File: config.mk
export PLATFORM = sky130hd
export DESIGN_NAME = alarm_key_entry
export DESIGN_NICKNAME = d
export VERILOG_FILES = /design/src/rtl/alarm_key_entry.sv
export SDC_FILE = /design/constraint.sdc
export NUM_CORES = 1
export LEC_CHECK = 0
export ABC_AREA = 1
export BUFFER_PORTS_ARGS = -buffer_cell sky130_fd_sc_hd__buf_4
export CORE_UTILIZATION = 58
export DETAILED_ROUTE_END_ITERATION = 10
export HOLD_SLACK_MARGIN = 0.03
export PLACE_DENSITY = 0.9
export SETUP_SLACK_MARGIN = 0.05
export SYNTH_ARGS = -nofsm -noshare
export SYNTH_HDL_FRONTEND = slang
export SYNTH_SLANG_ARGS = --single-unit
File: constraint.sdc
create_clock -name clk -period 3.15 [get_ports clk]
set_input_delay 0.1575 -clock clk [delete_from_list [all_inputs] [get_ports clk]]
set_output_delay 0.1575 -clock clk [all_outputs]
set_load 0.03 [all_outputs]
File: src/rtl/alarm_key_entry.sv
// Alarm-clock keypad entry: collects four BCD digits and commits them as alarm or current time.
// Optional commit-time range check enabled by defining ALARM_KEY_RANGE_CHK_EN.
module alarm_key_entry #(
  parameter int unsigned TIMEOUT_SEC = 10
) (
  input  logic       clk,
  input  logic       reset_n,
  input  logic       one_second,
  input  logic       key_valid,
  input  logic [3:0] key,
  output logic [3:0] new_alarm_time_ms_hr,
  output logic [3:0] new_alarm_time_ls_hr,
  output logic [3:0] new_alarm_time_ms_min,
  output logic [3:0] new_alarm_time_ls_min,
  output logic       load_new_a,
  output logic       load_new_c,
  output logic       show_new_time,
  output logic       entry_error
);

  localparam logic [1:0] S_IDLE   = 2'd0;
  localparam logic [1:0] S_ENTRY  = 2'd1;
  localparam logic [1:0] S_COMMIT = 2'd2;

  localparam logic [3:0] K_ALARM = 4'hA;
  localparam logic [3:0] K_TIME  = 4'hB;
  localparam logic [3:0] K_CLEAR = 4'hF;

  localparam logic [3:0] TMO_LIMIT = 4'(TIMEOUT_SEC);

  logic [1:0]  state_q, state_d;
  logic [15:0] digits_q, digits_d;
  logic [2:0]  count_q, count_d;
  logic [3:0]  tmo_q, tmo_d;
  logic        load_a_q, load_a_d;
  logic        load_c_q, load_c_d;
  logic        show_q, show_d;
  logic        key_digit, key_alarm, key_time, key_clear;
  logic        commit_reject;

  assign key_digit = key_valid && (key <= 4'd9);
  assign key_alarm = key_valid && (key == K_ALARM);
  assign key_time  = key_valid && (key == K_TIME);
  assign key_clear = key_valid && (key == K_CLEAR);

`ifdef ALARM_KEY_RANGE_CHK_EN
  logic err_q, err_d;

  // Hours 00..23, minutes 00..59; digits are always 0..9 so ls_min needs no check.
  assign commit_reject = !(((digits_q[15:12] < 4'd2) ||
                            ((digits_q[15:12] == 4'd2) && (digits_q[11:8] <= 4'd3))) &&
                           (digits_q[7:4] <= 4'd5));
  assign entry_error   = err_q;
`else
  assign commit_reject = 1'b0;
  assign entry_error   = 1'b0;
`endif

  always_comb begin
    state_d  = state_q;
    digits_d = digits_q;
    count_d  = count_q;
    tmo_d    = tmo_q;
    load_a_d = 1'b0;
    load_c_d = 1'b0;
`ifdef ALARM_KEY_RANGE_CHK_EN
    err_d    = 1'b0;
`endif
    case (state_q)
      S_IDLE: begin
        tmo_d = '0;
        if (key_digit) begin
          state_d  = S_ENTRY;
          digits_d = {12'h000, key};
          count_d  = 3'd1;
        end
      end
      S_ENTRY: begin
        if (key_digit) begin
          digits_d = {digits_q[11:0], key};
          count_d  = (count_q == 3'd4) ? 3'd4 : count_q + 3'd1;
          tmo_d    = '0;
        end else if (key_alarm || key_time) begin
          tmo_d = '0;
          if (count_q == 3'd4) begin
            state_d = S_COMMIT;
            if (commit_reject) begin
`ifdef ALARM_KEY_RANGE_CHK_EN
              err_d = 1'b1;
`endif
            end else begin
              load_a_d = key_alarm;
              load_c_d = key_time;
            end
          end else begin
            state_d  = S_IDLE;
            digits_d = '0;
            count_d  = '0;
          end
        end else if (key_clear) begin
          state_d  = S_IDLE;
          digits_d = '0;
          count_d  = '0;
          tmo_d    = '0;
        end else if (one_second) begin
          // Ignored key codes fall through here, so they do not restart the timeout.
          if (tmo_q + 4'd1 == TMO_LIMIT) begin
            state_d  = S_IDLE;
            digits_d = '0;
            count_d  = '0;
            tmo_d    = '0;
          end else begin
            tmo_d = tmo_q + 4'd1;
          end
        end
      end
      S_COMMIT: begin
        state_d = S_IDLE;
        count_d = '0;
        tmo_d   = '0;
`ifdef ALARM_KEY_RANGE_CHK_EN
        if (err_q) digits_d = '0;
`endif
      end
      default: begin
        state_d  = S_IDLE;
        digits_d = '0;
        count_d  = '0;
        tmo_d    = '0;
      end
    endcase
    show_d = (state_d == S_ENTRY);
  end

  always_ff @(posedge clk or negedge reset_n) begin
    if (!reset_n) begin
      state_q  <= S_IDLE;
      digits_q <= '0;
      count_q  <= '0;
      tmo_q    <= '0;
      load_a_q <= 1'b0;
      load_c_q <= 1'b0;
      show_q   <= 1'b0;
    end else begin
      state_q  <= state_d;
      digits_q <= digits_d;
      count_q  <= count_d;
      tmo_q    <= tmo_d;
      load_a_q <= load_a_d;
      load_c_q <= load_c_d;
      show_q   <= show_d;
    end
  end

`ifdef ALARM_KEY_RANGE_CHK_EN
  always_ff @(posedge clk or negedge reset_n) begin
    if (!reset_n) err_q <= 1'b0;
    else          err_q <= err_d;
  end
`endif

  assign new_alarm_time_ms_hr  = digits_q[15:12];
  assign new_alarm_time_ls_hr  = digits_q[11:8];
  assign new_alarm_time_ms_min = digits_q[7:4];
  assign new_alarm_time_ls_min = digits_q[3:0];
  assign load_new_a            = load_a_q;
  assign load_new_c            = load_c_q;
  assign show_new_time         = show_q;

endmodule

### After elaboration in Yosys (flattened, before gate mapping)

Index checks and enable logic that the tools add are counted.
Widths: inputs -> output; s select.

| word-level totals | value |
|---|---|
| bits in registers | 28 |
| output and inout bits | 20 |
| word-level logic and storage cells | 70 |
| bits of input ports | 8 |

| operators by class | value |
|---|---|
| bitwise logic cells | 1 |
| $add $sub $neg | 2 |
| multiplexer cells | 39 |
| magnitude comparators | 1 |
| reductions and logical operators | 8 |
| equality and inequality tests | 12 |

Operators with widths:

| kind | number |
|---|---|
| $mux 16 | 7 |
| $pmux 16 s3 | 1 |
| $mux 3 | 8 |
| $mux 4 | 6 |
| $eq 4x4->1 const B | 4 |
| $mux 2 | 7 |
| $ne 5x5->1 const B | 2 |
| $mux 1 | 8 |
| $pmux 3 s2 | 1 |
| $reduce_and 5->1 | 1 |
| $add 4x1->4 const B | 1 |
| $eq 2x1->1 const B | 2 |
| $le 4x4->1 const B | 1 |
| $logic_and 1x1->1 | 4 |
| $ne 4x4->1 const B | 1 |
| $pmux 2 s2 | 1 |
| $reduce_and 4->1 | 1 |
| $add 3x1->3 const B | 1 |
| $eq 3x3->1 const B | 1 |
| $eq 2x2->1 const B | 1 |
| $logic_not 2->1 | 1 |
| $ne 2x2->1 const B | 1 |
| $logic_or 1x1->1 | 1 |
| $not 1->1 | 1 |

### Longest topological paths before layout

Gate-level depths: netlist of the first run.

| logic depth | value |
|---|---|
| depth in word-level cells | 9 |
| depth in mapped cells | 11 |

### Least setup slack after synthesis of the first run

No wires, ideal clock.

| timing | value |
|---|---|
| path type | register to register |
| start | register tmo_q[0] |
| end | register digits_q[0] |
| path buffers | 1 |
| clock period less this slack | 1528 ps |
| setup slack | 1622 ps |
| data arrival time | 1410 ps |
| cell stages (with the launch flop) | 11 |
| cells stage by stage | dfrtp_1 -> ha_1 -> nand2_1 -> nand3_1 -> nor2_1 -> nand2_1 -> nand2_4 -> nand3_4 -> buf_8 -> nand2_1 -> nand2_1 |

| between the ends | value |
|---|---|
| longest elaborated chain between the ends | 4 |

RTL lines:

| item | RTL line | text |
|---|---|---|
| start: declaration | 34 | `logic [3:0] tmo_q, tmo_d;` |
| start signal: assignment | 148 | `tmo_q <= tmo_d;` |
| $add 4x1->4 | 107 | `if (tmo_q + 4'd1 == TMO_LIMIT) begin` |
| $eq 4x4->1 | 107 |  |
| $ne 5x5->1 (no line) | - |  |
| $reduce_and 5->1 (no line) | - |  |
| end signal: assignment | 146 | `digits_q <= digits_d;` |
| end: declaration | 32 | `logic [15:0] digits_q, digits_d;` |

Every way passes these cells.
A chain may end at the register's enable or synchronous reset.

### Worst setup path after layout of the first run

| timing | value |
|---|---|
| start | register state_q[1] |
| end | register count_q[2] |

| between the ends | value |
|---|---|
| longest elaborated chain between the ends | 3 |
| elaborated cells between the ends (all ways) | 8 |

RTL lines:

| item | RTL line | text |
|---|---|---|
| start: declaration | 31 | `logic [1:0] state_q, state_d;` |
| start signal: assignment | 145 | `state_q <= state_d;` |
| $eq 2x1->1 or $logic_not 2->1 (tied branches) | 69 | `case (state_q)` |
| $ne 5x5->1 (no line) (tied with other cells) | - |  |
| $reduce_and 4->1 (no line) | - |  |
| end signal: assignment | 147 | `count_q <= count_d;` |
| end: declaration | 33 | `logic [2:0] count_q, count_d;` |

Several ways; a longest one is shown, not always the timed one.

==> impl_results.md, run 1 <==
* Synth area leaders: dfrtp_1 49%, nand2_1 21%, inv_1 4.8%, ha_1 3.5%, nand4_1 3.5%
* First-pass GRT wire length at 4680 um
* CP Capture Type: flop
* DRC at 0
* Class of the worst hold path: input pin to flop
* Cell Area, Synth at 1420 um2
* R2R Path Start: state_q[1]
* Worst reg-to-reg setup slack at 1.36 ns
* Synth area leader: dfrtp_1
* Drt pass-1 iters at 4
* Starting DRC count in detailed routing at 37
* RSZ-0062 raised after global routing: no
* Hold Path Origin: one_second
* Placed wire-length estimate at 2010 um
* Fraction of layout cells with a size suffix above 1 at 18.8%
* Top cell type's share of synthesized area at 49.4%
* Tcrit/Tclk final at 56.9%
* Largest net degree at the start of global routing at 29
* Diode count at 0
* R2R cell count at 5
* Sequential share of the synthesized area at 49.4%
* Initial Util at 62.9%
* H-Tree Depth at 1
* Min cycle time layout at 1.79 ns
* GP Congestion at 0.909
* Number of global-route vias before repair at 1156
* GRT Total Usage at 23.5%
* Post-CTS setup buffer count at 0
* CTS Buf Count at 3
* Drt total wl at 2670 um
* Core Region at 2250 um2
* Post-synthesis register bit count at 28
* Final-report setup violation count at 0
* Die area at 2650 um2
* CP Class: flop to flop
* Hold-critical path depth at 3
* R2r endpoint: count_q[2]
* P per Cell Area at 570 nW/um2
* Setup TNS at 0 ns
* Fin Clk Skew at 0.00700 ns
* Mean Syn Cell Area at 7.96 um2
* Sink of the worst hold path: tmo_q[2]
* Max-Cap Viols at 0
* Element type at the critical path start: flop
* Final antenna-violating net count at 0
* Vias per std cell at 5.25
* Dpl ws at 1.39 ns
* Initial antenna violation count at 0
* Arr. time, crit path at 2.06 ns
* Outcome: completed
* Final worst slack at 1.36 ns
* Netlist cell types at 24
* WP data required at 3.41 ns
* Clk_lat worst skew at 0.32 ns
* Maximum VDD drop at 0.000374 V
* Measured slew at the worst slew-check pin at 0.830 ns
* Crit path max fanout at 14
* Synthesized Nets at 190
* Max-slew headroom at 44.5%
* Nets at 220
* Cells after Synth at 178
* Max Freq at 558 MHz
* Reg area at 701 um2
* Placed instance area at 1620 um2
* Layout filler cell count at 176
* Hold Vio Cnt, Final at 0
* Sink Count at 28
* Pleak at 0.962 nW
* Finished Core Util at 74.4%
* Die Y at 51.4 um
* DR WL/cell at 11.3 um
* Area Growth Syn to Fin at 18.3%
* Vias at 1234
* Total gr overflow at 0
* # rows at 17
* Die W at 51.4 um
* Clock Tree Buf Depth at 2
* Area of the multi-input gates at 622 um2
* Hold slack at 0.106 ns
* TritonCTS clock tree: done
* Clock root cell: clkbuf_4
* IO Pins at 28
* Final Instance Area at 1680 um2
* # port buffers at 26
* Clock slew at reported path FFs at 0.15 ns
* Yosys warnings at 0
* Final Max Slew Viols at 0
metal layers:
metal	up-vias	routed length (um)	track usage [%]	share of wire, %
li1	612	-	-	-
met1	566	1160	28.9	44
met2	46	1330	41.8	50
met3	10	144	3.27	5.4
met4	0	34	8.11	1.3
met5	-	0	0	0
per-stage QoR:
step | std cells | power (W)
3_3_place_gp | 229 | 0.000775
3_5_place_dp | 229 | 0.000793
6_report | 235 | 0.000956
4_1_cts | 235 | 0.000964
5_1_grt | 235 | 0.00102
2_1_floorplan | 178 | 0.000686
cells in the mapped netlist:
master	instances
a21oi_1	2
a21oi_2	1
buf_2	1
buf_4	1
buf_8	1
conb_1	1
dfrtp_1	28
ha_1	4
inv_1	18
nand2_1	80
nand2_2	3
nand2_4	1
nand3_1	6
nand3_2	1
nand3_4	1
nand3b_1	1
nand4_1	8
nor2_1	13
nor2_4	1
nor3_2	1
o21ai_0	2
o22ai_1	1
xnor2_1	1
xor2_1	1
cell families (layout without fill, tap and decap cells):
family,count (synthesis),in the layout,synth area share [%]
buffers and inverters,21,50,6.71
flip-flops,28,28,49.4
adder cells (fa/ha/maj),4,4,3.53
AO/OA/AOI/OAI,6,6,2.47
other,1,1,0.265
AND/OR/NAND/NOR,116,116,36.4
XOR/XNOR,2,2,1.24
final cells by class:
| type | instances | share of cell area (%) |
|---|---|---|
| flip-flops and latches | 28 | 41.8 |
| multi-input cells | 129 | 37.1 |
| repair buffers | 28 | 12.8 |
| inverters | 18 | 4.03 |
| clock buffers | 4 | 2.16 |
| well taps | 28 | 2.09 |
worst max-delay path, cell delays in order (launching register included):
cell and delay [ns]:
dfrtp_1 0.46, nor2_4 0.22, inv_1 0.08, nor2_1 0.65, o21ai_0 0.21, nand2_1 0.11
flip-flops by register name, summed over array words and instances (netlist names):
| signal | flops |
|---|---|
| digits_q | 16 |
| tmo_q | 4 |
| count_q | 3 |
| state_q | 2 |
| load_new_a | 1 |
| load_new_c | 1 |
| show_new_time | 1 |
how the worst max path moves through the flow:
stage / startpoint / to / cells after the start
final: state_q[1] / count_q[2] / 5
after global routing: state_q[1] / count_q[2] / 5
after CTS: state_q[1] / count_q[2] / 5
after detailed placement: state_q[1] / count_q[2] / 5
after global placement: state_q[1] / count_q[2] / 5
after floorplan: tmo_q[0] / digits_q[0] / 10
cell usage in the layout, fill, tap and decap left out, types with 2 or more instances in the layout:
master         instances
buf_4                 26
dlygate4sd3_1          2
ha_1                   4
nand3_1                6
a21oi_1                2
nand2_1               80
nand4_1                8
clkbuf_4               3
o21ai_0                2
inv_1                 18
dfrtp_1               28
nor2_1                13
nand2_2                3
power breakdown:
part	internal [W]	total [W]	switching (W)
Combinational	0.000114	0.000320	0.000207
Clock	0.0000706	0.000171	0.000101
Sequential	0.000416	0.000465	0.0000482
Total	0.000601	0.000956	0.000356
repair_timing:
item                                   4_1_cts  5_1_grt
hold buffers                                 2        0
endpoints found under the hold margin       29        0
resized for setup                            0        0
No activity file was read; power rests on OpenSTA's default activity.
==> run 2: changes to the inputs <==
--- a/config.mk
+++ b/config.mk
@@ -7,10 +7,10 @@
 export LEC_CHECK = 0
 export ABC_AREA = 1
 export BUFFER_PORTS_ARGS = -buffer_cell sky130_fd_sc_hd__buf_4
-export CORE_UTILIZATION = 58
+export CORE_UTILIZATION = 54
 export DETAILED_ROUTE_END_ITERATION = 10
 export HOLD_SLACK_MARGIN = 0.03
-export PLACE_DENSITY = 0.9
+export PLACE_DENSITY = 0.85
 export SETUP_SLACK_MARGIN = 0.05
 export SYNTH_ARGS = -nofsm -noshare
 export SYNTH_HDL_FRONTEND = slang
==> constraint.sdc (replaced) <==
create_clock -name clk -period 1.8 [get_ports clk]
set_input_delay 0.09 -clock clk [delete_from_list [all_inputs] [get_ports clk]]
set_output_delay 0.09 -clock clk [all_outputs]
set_load 0.03 [all_outputs]
==> run 2 against run 1 <==
Net effect: combinational power rose by 82%; first-iteration DRC count fell by 57%; clock skew fell by 0.0041 ns; sequential share of layout area fell by 0.48 points; via count rose by 1.3%; cell count rose by 1.7%; critical path depth rose by 4; design area rose by 1.3%; maximum frequency rose by 11%; hold slack got worse by 0.045 ns; non-clock buffer count rose by 2; critical endpoint is now digits_q[3]; largest cell class unchanged.
==> impl_results.md, run 2 (same netlist as run 1, synthesis figures left out) <==
* Outcome: completed
* Max Freq at 620 MHz
* # port buffers at 26
* Clock slew at reported path FFs at 0.13 ns
* Number of global-route vias before repair at 1126
* Hold Vio Cnt, Final at 0
* Layout filler cell count at 199
* Final Total Pwr at 0.00164 W
* First-pass GRT wire length at 4430 um
* Diode count at 0
* CP Capture Type: flop
* TritonCTS clock tree: done
* Drt total wl at 2790 um
* Maximum VDD drop at 0.000609 V
* CTS Buf Count at 3
* Final Instance Area at 1700 um2
* Die Y at 53.2 um
* Fraction of layout cells with a size suffix above 1 at 20.1%
* Crit path cell chain: ha_1 > nand2_1 > nand3_1 > nor2_1 > nand2_1 > nand2_4 > nand3_4 > nand2_1 > nand2_1
* Initial Util at 57.2%
* CP dominant cell by count: nand2_1
* R2R cell count at 9
* Class of the worst hold path: input pin to flop
* GRT Total Usage at 21.6%
* Largest net degree at the start of global routing at 29
* Arr. time, crit path at 1.83 ns
* Placed instance area at 1630 um2
* DR WL/cell at 11.7 um
* H-Tree Depth at 1
* Met2 WL post-DR at 1370 um
* Final-report setup violation count at 0
* Element type at the critical path start: flop
* Max FFs per register at 16
* Die area at 2830 um2
* Met1 WL at 1260 um
* Clk_lat worst skew at 0.31 ns
* Sink Count at 28
* Hold-critical path depth at 4
* RSZ-0062 raised after global routing: no
* Biggest regs: digits_q: 16 flops, tmo_q: 4 flops, count_q: 3 flops
* Top reg by flops: digits_q
* Commonest non-fill, non-tap cell in the layout: nand2_1
* Core Region at 2480 um2
* Tcrit/Tclk final at 89.6%
* Initial antenna violation count at 0
* Final antenna-violating net count at 0
* Max-Cap Viols at 0
* Worst path slowest cell: dfrtp_2
* P per Cell Area at 967 nW/um2
* Crit path max fanout at 9
* Area Growth Syn to Fin at 19.9%
* Vias per std cell at 5.23
* Met3 wire length at 115 um
* Placed wire-length estimate at 2090 um
* DRC at 0
* Drt pass-1 iters at 4
* Starting DRC count in detailed routing at 16
* Setup TNS at 0 ns
* Clock Tree Buf Depth at 2
* Vias at 1250
* CP Class: flop to flop
* Commonest cells after routing, fill and taps aside: 80 x nand2_1, 28 x buf_4, 27 x dfrtp_1
* Peak per-stage delay on the critical path at 0.46 ns
* Max Used Layer: met4
* Total gr overflow at 0
* Min cycle time layout at 1.61 ns
* WP data required at 2.02 ns
* GP Congestion at 0.814
* Clock root cell: clkbuf_4
* Fin Clk Skew at 0.00285 ns
* # rows at 18
* Nets at 223
* Final Max Slew Viols at 0
* Pleak at 0.971 nW
* Die W at 53.2 um
* IO Pins at 28
## run 2: worst paths after layout
path | startpoint | endpoint | slack, ns
worst max-delay path | tmo_q[0] | digits_q[3] | 0.19
worst min-delay path | one_second | tmo_q[1] | 0.06
worst max register to register | tmo_q[0] | digits_q[3] | 0.19
worst min register to register | digits_q[12] | digits_q[12] | 0.49
max in group asynchronous | reset_n | tmo_q[0] | 1.33
min in group asynchronous | reset_n | tmo_q[3] | 0.20
## run 2: layout make-up
type | count | area, um2 | area share [%]
clock buffers | 3 | 22.5 | 1.33
well taps | 30 | 37.5 | 2.21
multi-input cells | 130 | 639 | 37.6
flip-flops and latches | 28 | 702 | 41.3
inverters | 18 | 67.6 | 3.98
repair buffers | 30 | 230 | 13.5
## run 2: metal layers
metal  up-vias  GRT usage, %
met4         0          11.0
met5         -             0
met2        31          38.1
met1       599          25.0
met3         6          2.87
li1        614             -
## run 2: through the flow
stage / util [%] / std cells / hold WS, ns / setup slack, ns
2_1_floorplan: - / 178 / -0.206 / 0.272
5_1_grt: 68.6 / 239 / 0.0575 / 0.0552
3_3_place_gp: 65.8 / 232 / 0.0194 / 0.249
4_1_cts: 67.5 / 237 / 0.0432 / 0.135
6_report: 68.6 / 239 / 0.0610 / 0.188
3_5_place_dp: 65.8 / 232 / 0.0241 / 0.152
## run 2: repair_timing
action,4_1_cts,5_1_grt
endpoints found under the setup margin,0,16
setup buffers,0,1
resized for setup,0,2
hold endpoints to repair,30,0
hold buffers,2,0
## run 2: worst max-delay path, delay by kind of cell, from the launching register on
| family | cells | cell delay [ns] |
|---|---|---|
| DFF | 1 | 0.46 |
| and+or+nand+nor | 8 | 0.83 |
| adders and majority gates | 1 | 0.22 |
## run 2: report_power, final
part           internal, W  switching [W]  leakage [nW]
clock network    0.0000784       0.000165        0.0138
registers         0.000729      0.0000902         0.371
logic             0.000210       0.000371         0.586
==> run 3: changes to the inputs <==
==> constraint.sdc (replaced) <==
create_clock -name clk -period 1.76 [get_ports clk]
set_input_delay 0.088 -clock clk [delete_from_list [all_inputs] [get_ports clk]]
set_output_delay 0.088 -clock clk [all_outputs]
set_load 0.03 [all_outputs]
==> run 3 against run 2 <==
Net effect: sequential cell count stayed put; register-to-register slack got worse by 0.07 ns; non-clock buffer count grew 1; count of clock-buffer cells in the layout stayed put; first-iteration DRC count grew 38%; via count is 2.3% higher; sequential share of layout area is 1.3 points lower; die area did not move; sequential power increased by 2.8%; clock power is 5% higher; critical path depth increased by 1.
==> impl_results.md, run 3 (same netlist as run 1, synthesis figures left out) <==
* Clk_lat worst skew at 0.32 ns
* R2R Path Start: tmo_q[1]
* Largest net degree at the start of global routing at 29
* Setup TNS at 0 ns
* Initial antenna violation count at 0
* Crit path max fanout at 8
* Hold slack at 0.0476 ns
* TritonCTS clock tree: done
* Hold Vio Cnt, Final at 0
* # rows at 18
* Commonest cells after routing, fill and taps aside: 68 x nand2_1, 29 x buf_4, 27 x dfrtp_1
* DRC at 0
* Clock slew at reported path FFs at 0.14 ns
* Layout filler cell count at 195
* CP Capture Type: flop
* Placed wire-length estimate at 2090 um
* IO Pins at 28
* R2r endpoint: digits_q[11]
* Buf/Inv on CP at 1
* Nets at 225
* Final-report setup violation count at 0
* RSZ-0062 raised after global routing: no
* Total gr overflow at 0
* Max Freq at 608 MHz
* Final Total Pwr at 0.00173 W
* First-pass GRT wire length at 4430 um
* Tcrit/Tclk final at 93.4%
* Die Y at 53.2 um
* Maximum VDD drop at 0.000627 V
* Clock root cell: clkbuf_4
* Area Growth Syn to Fin at 23.7%
* CP dominant cell by count: nand2_2
* Starting DRC count in detailed routing at 22
* Initial Util at 57.2%
* Number of global-route vias before repair at 1126
* R2R cell count at 10
* Outcome: completed
* Crit path cell chain: ha_2 > inv_2 > nand2_2 > nand3_2 > nor2_2 > nand2_2 > nand2_4 > nand3_4 > nand2_2 > nand2_2
* Drt pass-1 iters at 4
* Clock Tree Buf Depth at 2
* Critical Path End: digits_q[11]
* Commonest non-fill, non-tap cell in the layout: nand2_1
* Worst path slowest cell: dfrtp_1
* CTS Buf Count at 3
* GRT Total Usage at 21.6%
* Fraction of layout cells with a size suffix above 1 at 28.4%
* Fin Clk Skew at 0.00957 ns
* Die W at 53.2 um
* Min cycle time layout at 1.64 ns
* CP Class: flop to flop
* DR WL/cell at 12.1 um
* Worst setup path start: tmo_q[1]
* Final antenna-violating net count at 0
* Finished Core Util at 70.8%
* Drt total wl at 2920 um
* # port buffers at 26
* P per Cell Area at 985 nW/um2
* Vias at 1279
* H-Tree Depth at 1
* WP depth at 10
* Max FFs per register at 16
* WP data required at 1.99 ns
* Biggest regs: digits_q: 16 flops, tmo_q: 4 flops, count_q: 3 flops
* Max-Cap Viols at 0
* Arr. time, crit path at 1.88 ns
* Class of the worst hold path: input pin to flop
* GP Congestion at 0.814
* Core Region at 2480 um2
* Sink Count at 28
* Element type at the critical path start: flop
* Vias per std cell at 5.31
* Diode count at 0
* Peak per-stage delay on the critical path at 0.45 ns
* Pleak at 0.985 nW
* Die area at 2830 um2
* Final Max Slew Viols at 0
* Worst reg-to-reg setup slack at 0.12 ns
* Top reg by flops: digits_q
* Family with the most delay on the worst path: simple AND/OR/NAND/NOR gates
-- run 3: cell types whose count changed in the layout (fill, tap and decap cells not counted) --
cell	previous run	this run
inv_1	18	17
ha_2	0	1
nand2_2	3	16
nor2_2	0	1
ha_1	4	3
buf_4	28	29
nor2_1	13	12
nand3_1	6	5
inv_2	0	1
nand2_1	80	68
nand3_2	1	2
-- run 3: repair_timing --
item	CTS	global route
setup buffers	0	2
endpoints found under the setup margin	0	16
gates resized for setup	0	18
hold endpoints to repair	30	0
hold buffers	2	0
-- run 3: how the worst min path moves through the flow --
stage	startpoint	end	slack [ns]	cells past startpoint
CTS	one_second	tmo_q[2]	0.04	3
detailed placement	reset_n	tmo_q[3]	0.02	1
global placement	reset_n	tmo_q[2]	0.02	1
floorplan	reset_n	count_q[0]	-0.21	0
finish	one_second	tmo_q[2]	0.05	3
global route	one_second	tmo_q[1]	0.06	4
-- run 3: where the power goes --
group / switching, W / internal (W)
combinational: 0.000397 / 0.000231
sequential: 0.0000974 / 0.000746
clock: 0.000175 / 0.0000803
-- run 3: per-stage QoR --
| stage | worst slack (ns) | instances | cell area (um2) |
|---|---|---|---|
| floorplan | 0.232 | 178 | 1420 |
| global placement | 0.209 | 232 | 1630 |
| detailed placement | 0.112 | 232 | 1630 |
| CTS | 0.0952 | 237 | 1670 |
| global route | 0.0184 | 241 | 1750 |
| finish | 0.117 | 241 | 1750 |
-- run 3: cell type report --
type                            instances  area, um2  share of cell area [%]
Sequential cell                        28        702                    40.0
Multi-Input combinational cell        131        686                    39.1
Timing Repair Buffer                   31        238                    13.6
Inverter                               18       67.6                    3.85
Tap cell                               30       37.5                    2.14
Clock buffer                            3       22.5                    1.28
-- run 3: layer usage --
metal / wire, um / vias to the layer above / share of wire (%) / global-route usage [%]
met3: 139 / 14 / 4.8 / 2.87
li1: - / 621 / - / -
met2: 1400 / 43 / 48 / 38.1
met1: 1300 / 601 / 44 / 25.0
met4: 88 / 0 / 3.0 / 11.0
met5: 0 / - / 0 / 0
-- run 3: worst min-delay path, cell delays in order --
cell	delay (ns)
buf_4	0.13
nand2_1	0.07
a21oi_1	0.06
